`src/rtl/uart_rx_if.sv`:
```
// Receive-side signal bundle between the baud generator/serial line and the
// UART receiver; the receiver uses the slave view.
interface uart_rx_if #(
  parameter int DATA_BITS = 8
);
  logic                 i_tick;
  logic                 i_rxd;
  logic [DATA_BITS-1:0] o_data;
  logic                 o_valid;
  logic                 o_frame_err;
  logic                 o_busy;

  modport master (
    output i_tick, i_rxd,
    input  o_data, o_valid, o_frame_err, o_busy
  );

  modport slave (
    input  i_tick, i_rxd,
    output o_data, o_valid, o_frame_err, o_busy
  );
endinterface

```
`src/rtl/uart_rx.sv`:
```
// 8N1 UART receiver: oversamples a synchronized serial line, samples each bit
// at its centre and presents good bytes / framing errors as one-clk strobes.
module uart_rx #(
  parameter int OVERSAMPLE = 16,
  parameter int DATA_BITS  = 8
) (
  input  logic     clk,
  input  logic     reset,
  uart_rx_if.slave bus
);

  localparam int TW = $clog2(OVERSAMPLE);
  localparam int BW = $clog2(DATA_BITS + 1);

  localparam logic [TW-1:0] TICK_HALF = TW'(OVERSAMPLE / 2 - 1);
  localparam logic [TW-1:0] TICK_LAST = TW'(OVERSAMPLE - 1);
  localparam logic [BW-1:0] BIT_LAST  = BW'(DATA_BITS - 1);

  typedef enum logic [2:0] {
    ST_IDLE,
    ST_START,
    ST_DATA,
    ST_STOP,
    ST_BREAK
  } state_t;

  state_t               state_q;
  logic                 sync1_q;
  logic                 sync2_q;
  logic [TW-1:0]        tick_cnt_q;
  logic [BW-1:0]        bit_cnt_q;
  logic [DATA_BITS-1:0] shift_q;
  logic [DATA_BITS-1:0] data_q;
  logic                 valid_q;
  logic                 frame_err_q;
  logic                 rxd_s;

  assign rxd_s = sync2_q;

  // Sync flops reset high so a reset never looks like a start bit.
  always_ff @(posedge clk or negedge reset) begin
    if (!reset) begin
      state_q     <= ST_IDLE;
      sync1_q     <= 1'b1;
      sync2_q     <= 1'b1;
      tick_cnt_q  <= '0;
      bit_cnt_q   <= '0;
      shift_q     <= '0;
      data_q      <= '0;
      valid_q     <= 1'b0;
      frame_err_q <= 1'b0;
    end else begin
      sync1_q     <= bus.i_rxd;
      sync2_q     <= sync1_q;
      valid_q     <= 1'b0;
      frame_err_q <= 1'b0;

      unique case (state_q)
        ST_IDLE: begin
          tick_cnt_q <= '0;
          if (!rxd_s) begin
            state_q <= ST_START;
          end
        end

        ST_START: begin
          if (bus.i_tick) begin
            if (tick_cnt_q == TICK_HALF) begin
              tick_cnt_q <= '0;
              if (!rxd_s) begin
                bit_cnt_q <= '0;
                state_q   <= ST_DATA;
              end else begin
                state_q <= ST_IDLE;
              end
            end else begin
              tick_cnt_q <= tick_cnt_q + 1'b1;
            end
          end
        end

        ST_DATA: begin
          if (bus.i_tick) begin
            if (tick_cnt_q == TICK_LAST) begin
              shift_q    <= {rxd_s, shift_q[DATA_BITS-1:1]};
              tick_cnt_q <= '0;
              bit_cnt_q  <= bit_cnt_q + 1'b1;
              if (bit_cnt_q == BIT_LAST) begin
                state_q <= ST_STOP;
              end
            end else begin
              tick_cnt_q <= tick_cnt_q + 1'b1;
            end
          end
        end

        // Deciding at stop-bit centre leaves half a bit to catch a
        // back-to-back start edge.
        ST_STOP: begin
          if (bus.i_tick) begin
            if (tick_cnt_q == TICK_LAST) begin
              tick_cnt_q <= '0;
              if (rxd_s) begin
                data_q  <= shift_q;
                valid_q <= 1'b1;
                state_q <= ST_IDLE;
              end else begin
                frame_err_q <= 1'b1;
                state_q     <= ST_BREAK;
              end
            end else begin
              tick_cnt_q <= tick_cnt_q + 1'b1;
            end
          end
        end

        ST_BREAK: begin
          if (rxd_s) begin
            state_q <= ST_IDLE;
          end
        end

        default: state_q <= ST_IDLE;
      endcase
    end
  end

  assign bus.o_data      = data_q;
  assign bus.o_valid     = valid_q;
  assign bus.o_frame_err = frame_err_q;
  assign bus.o_busy      = (state_q != ST_IDLE);

endmodule

```
`src/flat_wrapper.sv`:
```
// flat-port wrapper written by rule: the top's interface ports become plain ports
module uart_rx_flat 
#(
  parameter int OVERSAMPLE = 16,
  parameter int DATA_BITS  = 8
)
  (clk, reset, bus_i_tick, bus_i_rxd, bus_o_data, bus_o_valid, bus_o_frame_err, bus_o_busy);
  uart_rx_if #(.DATA_BITS(DATA_BITS)) bus_i ();
  input  logic clk;
  input  logic reset;
  input wire logic [$bits(bus_i.i_tick)-1:0] bus_i_tick;
  input wire logic [$bits(bus_i.i_rxd)-1:0] bus_i_rxd;
  output wire logic [$bits(bus_i.o_data)-1:0] bus_o_data;
  output wire logic [$bits(bus_i.o_valid)-1:0] bus_o_valid;
  output wire logic [$bits(bus_i.o_frame_err)-1:0] bus_o_frame_err;
  output wire logic [$bits(bus_i.o_busy)-1:0] bus_o_busy;
  assign bus_i.i_tick = bus_i_tick;
  assign bus_i.i_rxd = bus_i_rxd;
  assign bus_o_data = bus_i.o_data;
  assign bus_o_valid = bus_i.o_valid;
  assign bus_o_frame_err = bus_i.o_frame_err;
  assign bus_o_busy = bus_i.o_busy;
  uart_rx #(.OVERSAMPLE(OVERSAMPLE), .DATA_BITS(DATA_BITS)) u_core (.clk(clk), .reset(reset), .bus(bus_i));
endmodule
```
`config.mk`:
```
export PLATFORM = sky130hd
export DESIGN_NAME = uart_rx_flat
export DESIGN_NICKNAME = d
export VERILOG_FILES = /design/src/rtl/uart_rx_if.sv /design/src/rtl/uart_rx.sv /design/src/flat_wrapper.sv
export SDC_FILE = /design/constraint.sdc
export NUM_CORES = 1
export LEC_CHECK = 0
export BUFFER_PORTS_ARGS = -buffer_cell sky130_fd_sc_hd__buf_2
export CELL_PAD_IN_SITES_DETAIL_PLACEMENT = 0
export CELL_PAD_IN_SITES_GLOBAL_PLACEMENT = 1
export CORE_MARGIN = 5
export CORE_UTILIZATION = 49
export CTS_BUF_LIST = sky130_fd_sc_hd__clkbuf_16
export DETAILED_ROUTE_END_ITERATION = 7
export GPL_ROUTABILITY_DRIVEN = 0
export PLACE_DENSITY = 0.87
export REMOVE_ABC_BUFFERS = 1
export SYNTH_ARGS = -nofsm -noshare
export SYNTH_HDL_FRONTEND = slang
export SYNTH_SLANG_ARGS = --single-unit
```
`constraint.sdc`:
```
create_clock -name clk -period 4.1 [get_ports clk]
set_input_delay 0.205 -clock clk [delete_from_list [all_inputs] [get_ports clk]]
set_output_delay 0.205 -clock clk [all_outputs]
set_load 0.01 [all_outputs]
```
==> results of run 1 <==
-- cell usage in the layout, fill, tap and decap left out, types with 2 or more instances in the layout --
cell,count
nand3_1,6
inv_1,4
o31ai_1,3
nor2b_1,2
nor2_1,6
nand4_1,2
clkinv_1,2
nand3b_1,2
dfrtp_1,29
ha_1,2
a21oi_1,2
and4b_1,2
buf_2,14
mux2i_1,2
o221ai_1,2
clkbuf_16,5
mux2_2,17
a221oi_1,2
dfstp_2,2
nor3b_1,2
nand2_1,6
o21ai_0,3
-- final timing paths --
check	start	endpoint	slack [ps]	cells past startpoint
setup / recovery	u_core.state_q[1]$_DFFE_PN0P_	u_core.shift_q[7]$_DFFE_PN0P_	1980	3
hold / removal	bus_i_rxd	u_core.sync1_q$_DFF_PN1_	30	1
setup reg to reg	u_core.state_q[1]$_DFFE_PN0P_	u_core.shift_q[7]$_DFFE_PN0P_	1980	3
hold reg to reg	u_core.sync1_q$_DFF_PN1_	u_core.rxd_s$_DFF_PN1_	350	0
max in group asynchronous	reset	u_core.shift_q[7]$_DFFE_PN0P_	3170	2
min in group asynchronous	reset	u_core.state_q[0]$_DFFE_PN0P_	500	2
-- power groups by stage --
stage	Clock, µW	Combinational, µW	Sequential, µW
floorplan	0	126	398
CTS	350	162	414
finish	341	161	415
global route	367	181	426
detailed placement	0	160	419
global placement	0	155	417
-- layout make-up --
| type | count | area share |
|---|---|---|
| clock inverter | 3 | 0.009009 |
| sequential | 31 | 0.4670 |
| timing repair buffer | 15 | 0.04805 |
| clock buffer | 5 | 0.07508 |
| tap | 31 | 0.02327 |
| multi-input combinational | 78 | 0.3686 |
| inverter | 4 | 0.009009 |
-- state kept, by name, summed over array words and instances, names as in the netlist --
signal	count
u_core.bit_cnt_q	4
u_core.bus.o_data	8
u_core.bus.o_frame_err	1
u_core.bus.o_valid	1
u_core.rxd_s	1
u_core.shift_q	8
u_core.state_q	3
u_core.sync1_q	1
u_core.tick_cnt_q	4
-- cells by family after synthesis --
kind of cell,after synthesis,synth area share
AOI/OAI and AO/OA,22,0.1171
adders and majority gates,2,0.01721
buffers and inverters,13,0.04216
DFF,31,0.5353
muxes,19,0.1454
and+or+nand+nor,35,0.1429
-- synth_stat cells (all sizes together), types with 2 or more instances --
cell type | number | area, µm²
a221oi | 2 | 17.52
inv | 4 | 15.01
o21ai | 3 | 15.01
mux2i | 2 | 20.02
nand3 | 6 | 30.03
o221ai | 2 | 17.52
clkbuf | 4 | 15.01
dfrtp | 29 | 725.7
nor2 | 6 | 22.52
o31ai | 3 | 22.52
nand3b | 2 | 15.01
nand2 | 6 | 22.52
nor2b | 2 | 12.51
nor3b | 2 | 15.01
nand4 | 2 | 12.51
mux2 | 17 | 191.4
a21oi | 2 | 10.01
and4b | 2 | 20.02
dfstp | 2 | 52.55
buf | 5 | 31.28
ha | 2 | 25.02
-- routing by layer --
layer  vias to the layer above  routed length, µm  GRT usage
met5                         -                  0          0
met4                         0                 56    0.06332
met1                       484               1244     0.1897
met3                         7                129    0.05527
li1                        476                  -          -
met2                        21               1282     0.2358
-- worst register-to-register path, stage by stage, from the launching register on --
cell and delay [ps]:
dfrtp_1 660, nor3b_1 430, and2_1 500, mux2_2 400
-- stage by stage --
step	cells	utilization	instance area [µm²]	worst slack (ps)
final	167	0.5941	1667	1978
after global routing	167	0.5941	1667	1849
after CTS	167	0.5941	1667	1980
after detailed placement	158	0.5406	1516	2004
after global placement	158	0.5406	1516	1997
after floorplan	113	-	1408	2333
==> impl_metrics.csv, run 1 <==
group,metric,value,unit
run_status,status,"finished clean",
timing,rsz0062_at_grt,"no",
floorplan,die-area,4156,µm²
clock_network,cts_made_buffers,5,
floorplan,core,2805,µm²
clock_network,post_cts_buffers,0,
pwr,power.leakage,0.0008073,µW
pwr,p_per_area,550.1,nW/µm²
pwr,p_int,644.1,µW
timing,setup_violations,0,
timing,tns,0,ps
floorplan,rows,19,
setup_path,cp_max_fo,18,
global_routing,grt_first_pass_wirelength,4802,µm
floorplan,io_pins,15,
placement,io_buffers,14,
clock_network,clk_path_buf_depth,2,
yosys,synth_edf_count,0,
placement,hpwlAfterDp,1849,µm
final_layout,nets,141,
clock_network,path_clk_slew,50,ps
routing,initialDrtViolationCount,63,
timing,max_slew.worst_pin.slew,669.1,ps
setup_path,path_buf_inv,0,
timing,fin_skew,2.621,ps
yosys,async_flop_share,1.000,
pwr,p_total,916.8,µW
min_path,hold_class,"in -> reg",
timing,relSlewSlack,0.5539,
setup_path,worstPathCellList,"nor3b_1, and2_1, mux2_2",
setup_path,critical_path_class,"reg -> reg",
clock_network,clock_latency,270,ps
floorplan,dieWidth,64.47,µm
yosys,synth_area,1454,µm²
yosys,yosys_register_bits,31,
global_routing,antenna_found_initial,0,
routing,drc,0,
final_layout,seq_area,778.2,µm²
pwr,p_sw_frac,0.2975,
global_routing,grt_usage,0.1509,
routing,first_pass_iters,4,
yosys,ys.warnings.count,0,
setup_path,crit_path_end_kind,"flip-flop",
global_routing,grt_max_degree,32,
clock_network,cts_resized,0,
routing,vias_per_cell,5.916,
yosys,synth.distinct_cells,39,
setup_path,crit_slowest_cell,"dfrtp_1",
yosys,dominantRegCellSynth,"dfrtp_1",
flow_run,drv_cap,0,
global_routing,grt_overflow,0,
floorplan,start_util,0.5183,
routing,route.vias.total,988,
routing,drtAntennaViolNets,0,
pwr,ir_drop,0.0003975,V
timing,whs,30.56,ps
clock_network,hold_buffers,1,
routing,wl,2711,µm
timing,slew_viol_final,0,
pwr,seqPwrFrac,0.453,
clock_network,htreeDepth,2,
pwr,power.share.combinational,0.175,
pwr,clkPwrFrac,0.372,
setup_path,worstPathRequired,4250,ps
final_layout,antenna_cells,0,
setup_path,crit_path_start_kind,"flip-flop",
final_layout,fillers,220,
routing,wire_per_inst,16.23,µm
final_layout,drive_gt1_frac,0.3162,
yosys,synthCells,122,
final_layout,synthToLayoutAreaGrowth,14.63,%
yosys,synth_seq_area_share,0.5353,
pwr,p_sw,272.7,µW
clock_network,cts_tree,"done",
floorplan,die_h,64.47,µm
timing,clock.fmax,0.4712,GHz
setup_path,cpPeakStageDelay,660,ps
clock_network,clockRootBuffer,"clkbuf_16",
setup_path,crit_arrival,2280,ps
timing,period_share,0.5176,
yosys,post_synth.cell_area_avg,11.92,µm²
global_routing,first_global_vias,1005,
timing,fin_crit,2122,ps
setup_path,critPathTopFamily,"simple AND/OR/NAND/NOR gates",
timing,finalHoldViolCount,0,
final_layout,multi_input_area,614.3,µm²
clock_network,cts_sinks,31,
(Power assumes the default switching activity.)
==> run 2: changes to the inputs <==
Settings changed: CORE_UTILIZATION 49 to 41, PLACE_DENSITY 0.87 to 0.78.
Clock period 4.1 ns to 1.7 ns, I/O delays scaled along.
==> run 2 against run 1 <==
Net effect: setup slack got worse by 1900 ps; count of clock-buffer cells in the layout unchanged; flip-flop and latch count unchanged; power grew to 2.6 times the previous value; clock skew fell by 0.56 ps; hold slack gained 130 ps; maximum frequency grew 32%; combinational power increased to 4.1 times the previous value; non-clock buffer count grew 15; core utilization fell by 5.0 points; clock power up 140%; critical endpoint is now u_core.bit_cnt_q[2]$_DFFE_PN0P_; largest power group unchanged; highest routed layer unchanged.
==> impl_metrics.csv, run 2 (synthesis gave the netlist of run 1 again) <==
group,metric,value,unit
run_status,status,"finished clean",
global_routing,antenna_found_initial,0,
floorplan,die_h,69.55,µm
timing,slew_viol_final,0,
routing,route.vias.total,1037,
clock_network,post_cts_buffers,0,
placement,dp.cells,187,
timing,max_slew.worst_pin.slew,657.3,ps
timing,fin_skew,2.056,ps
clock_network,clk_path_buf_depth,2,
pwr,p_sw_frac,0.2932,
setup_path,rr_endpoint,"u_core.bit_cnt_q[2]$_DFFE_PN0P_",
floorplan,start_util,0.4289,
timing,tns,0,ps
final_layout,drive_gt1_frac,0.3974,
clock_network,cts_tree,"done",
placement,io_buffers,14,
final_layout,layout.cells.most_common_list,"dfrtp_1, mux2_2, buf_2",
global_routing,grt_first_pass_wirelength,5030,µm
timing,rsz0062_at_grt,"no",
global_routing,grt_max_degree,32,
timing,finalHoldViolCount,0,
clock_network,path_clk_slew,50,ps
final_layout,synthToLayoutAreaGrowth,26.85,%
floorplan,core,3390,µm²
final_layout,design_area,1844,µm²
clock_network,clock_latency,270,ps
setup_path,crit_path_start_kind,"flip-flop",
final_layout,antenna_cells,0,
routing,initialDrtViolationCount,38,
routing,wire_per_inst,14.24,µm
pwr,seqPwrFrac,0.374,
final_layout,fillers,300,
routing,first_pass_iters,4,
setup_path,crit_arrival,1770,ps
placement,hpwlAfterDp,1914,µm
pwr,ir_drop,0.0009909,V
timing,fin_crit,1613,ps
placement,placed_cell_area,1665,µm²
setup_path,timing.rr.start,"u_core.state_q[1]$_DFFE_PN0P_",
setup_path,crit_end,"u_core.bit_cnt_q[2]$_DFFE_PN0P_",
global_routing,grt_usage,0.1307,
setup_path,cp_max_fo,3,
clock_network,cts_made_buffers,5,
timing,period_share,0.9486,
timing,relSlewSlack,0.5618,
setup_path,worstSetupStartpoint,"u_core.state_q[1]$_DFFE_PN0P_",
pwr,p_total,2385,µW
clock_network,htreeDepth,2,
floorplan,rows,21,
setup_path,reg2reg_slack,90,ps
routing,vias_per_cell,5.264,
pwr,power.share.combinational,0.279,
global_routing,grt_overflow,0,
min_path,hold_class,"in -> reg",
routing,wl,2806,µm
final_layout,instances_no_fill,197,
pwr,p_sw,699.1,µW
setup_path,critical_path_class,"reg -> reg",
pwr,power.leakage,0.0008949,µW
pwr,p_per_area,1293,nW/µm²
global_routing,first_global_vias,1037,
pwr,p_int,1686,µW
routing,drtAntennaViolNets,0,
timing,clock.fmax,0.6201,GHz
clock_network,cts_sinks,31,
final_layout,layout_commonest_cell,"dfrtp_1",
final_layout,nets,156,
floorplan,io_pins,15,
flow_run,drv_cap,0,
floorplan,die-area,4837,µm²
pwr,clkPwrFrac,0.347,
setup_path,reg2regPathDepth,3,
routing,drc,0,
timing,setup_violations,0,
setup_path,crit_path_end_kind,"flip-flop",
floorplan,dieWidth,69.55,µm
setup_path,worstPathRequired,1860,ps
timing,whs,158.9,ps
clock_network,clockRootBuffer,"clkbuf_16",
run 2: cell count changes in the layout (fill, tap and decap cells not counted):
| cell | previous run | this run |
|---|---|---|
| buf_4 | 0 | 12 |
| buf_12 | 0 | 2 |
| and4_1 | 1 | 0 |
| and4_2 | 0 | 1 |
| dlygate4sd3_1 | 1 | 2 |
| ha_1 | 2 | 1 |
| ha_4 | 0 | 1 |
| nor3b_1 | 2 | 1 |
| nor3b_2 | 0 | 1 |
run 2: layer usage:
| metal | part of all wire | wire length [µm] | vias to the layer above | global-route usage |
|---|---|---|---|---|
| met1 | 0.48 | 1335 | 505 | 0.1812 |
| met4 | 0.012 | 33 | 0 | 0.05206 |
| met5 | 0 | 0 | - | 0 |
| li1 | - | - | 508 | - |
| met2 | 0.46 | 1293 | 19 | 0.1833 |
| met3 | 0.051 | 143 | 5 | 0.04783 |
run 2: power by group through the flow:
stage / logic [µW] / clock network, µW / registers [µW]
detailed placement: 638 / 0 / 888
CTS: 648 / 844 / 876
floorplan: 305 / 0 / 960
global route: 750 / 884 / 896
global placement: 635 / 0 / 885
finish: 666 / 828 / 891
run 2: what timing repair did:
item / CTS / global route
resized for setup: 0 / 4
endpoints found under the setup margin: 0 / 16
hold buffers: 2 / 0
endpoints found under the hold margin: 30 / 0
run 2: area by class of cell:
cell class,instances,area (µm²),share of cell area
flip-flops and latches,31,778.2,0.4220
clock buffers,5,125.1,0.06784
multi-input cells,78,633.1,0.3433
inverters,4,15.01,0.008141
clock inverters,3,15.01,0.008141
repair buffers,30,220.2,0.1194
well taps,46,57.56,0.03121
run 2: critical path: stages, from the launching register on:
cell	delay, ps
dfrtp_1	410
or4b_4	530
a21o_1	210
a221o_1	340
run 2: how the worst min path moves through the flow:
stage | startpoint | end | slack (ps) | cells past startpoint
floorplan | reset | u_core.bit_cnt_q[0]$_DFFE_PN0P_ | -210 | 0
global placement | reset | u_core.tick_cnt_q[2]$_DFFE_PN0P_ | 150 | 1
detailed placement | reset | u_core.tick_cnt_q[2]$_DFFE_PN0P_ | 160 | 1
CTS | bus_i_tick | u_core.tick_cnt_q[1]$_DFFE_PN0P_ | 140 | 3
global route | bus_i_tick | u_core.tick_cnt_q[1]$_DFFE_PN0P_ | 180 | 3
finish | bus_i_tick | u_core.tick_cnt_q[1]$_DFFE_PN0P_ | 160 | 3
run 2: stage by stage:
stage / util / worst slack (ps)
after floorplan: - / -67.03
after global placement: 0.4913 / 88.84
after detailed placement: 0.4913 / 83.13
after CTS: 0.5386 / 49.88
after global routing: 0.5441 / 32.02
final: 0.5441 / 87.43
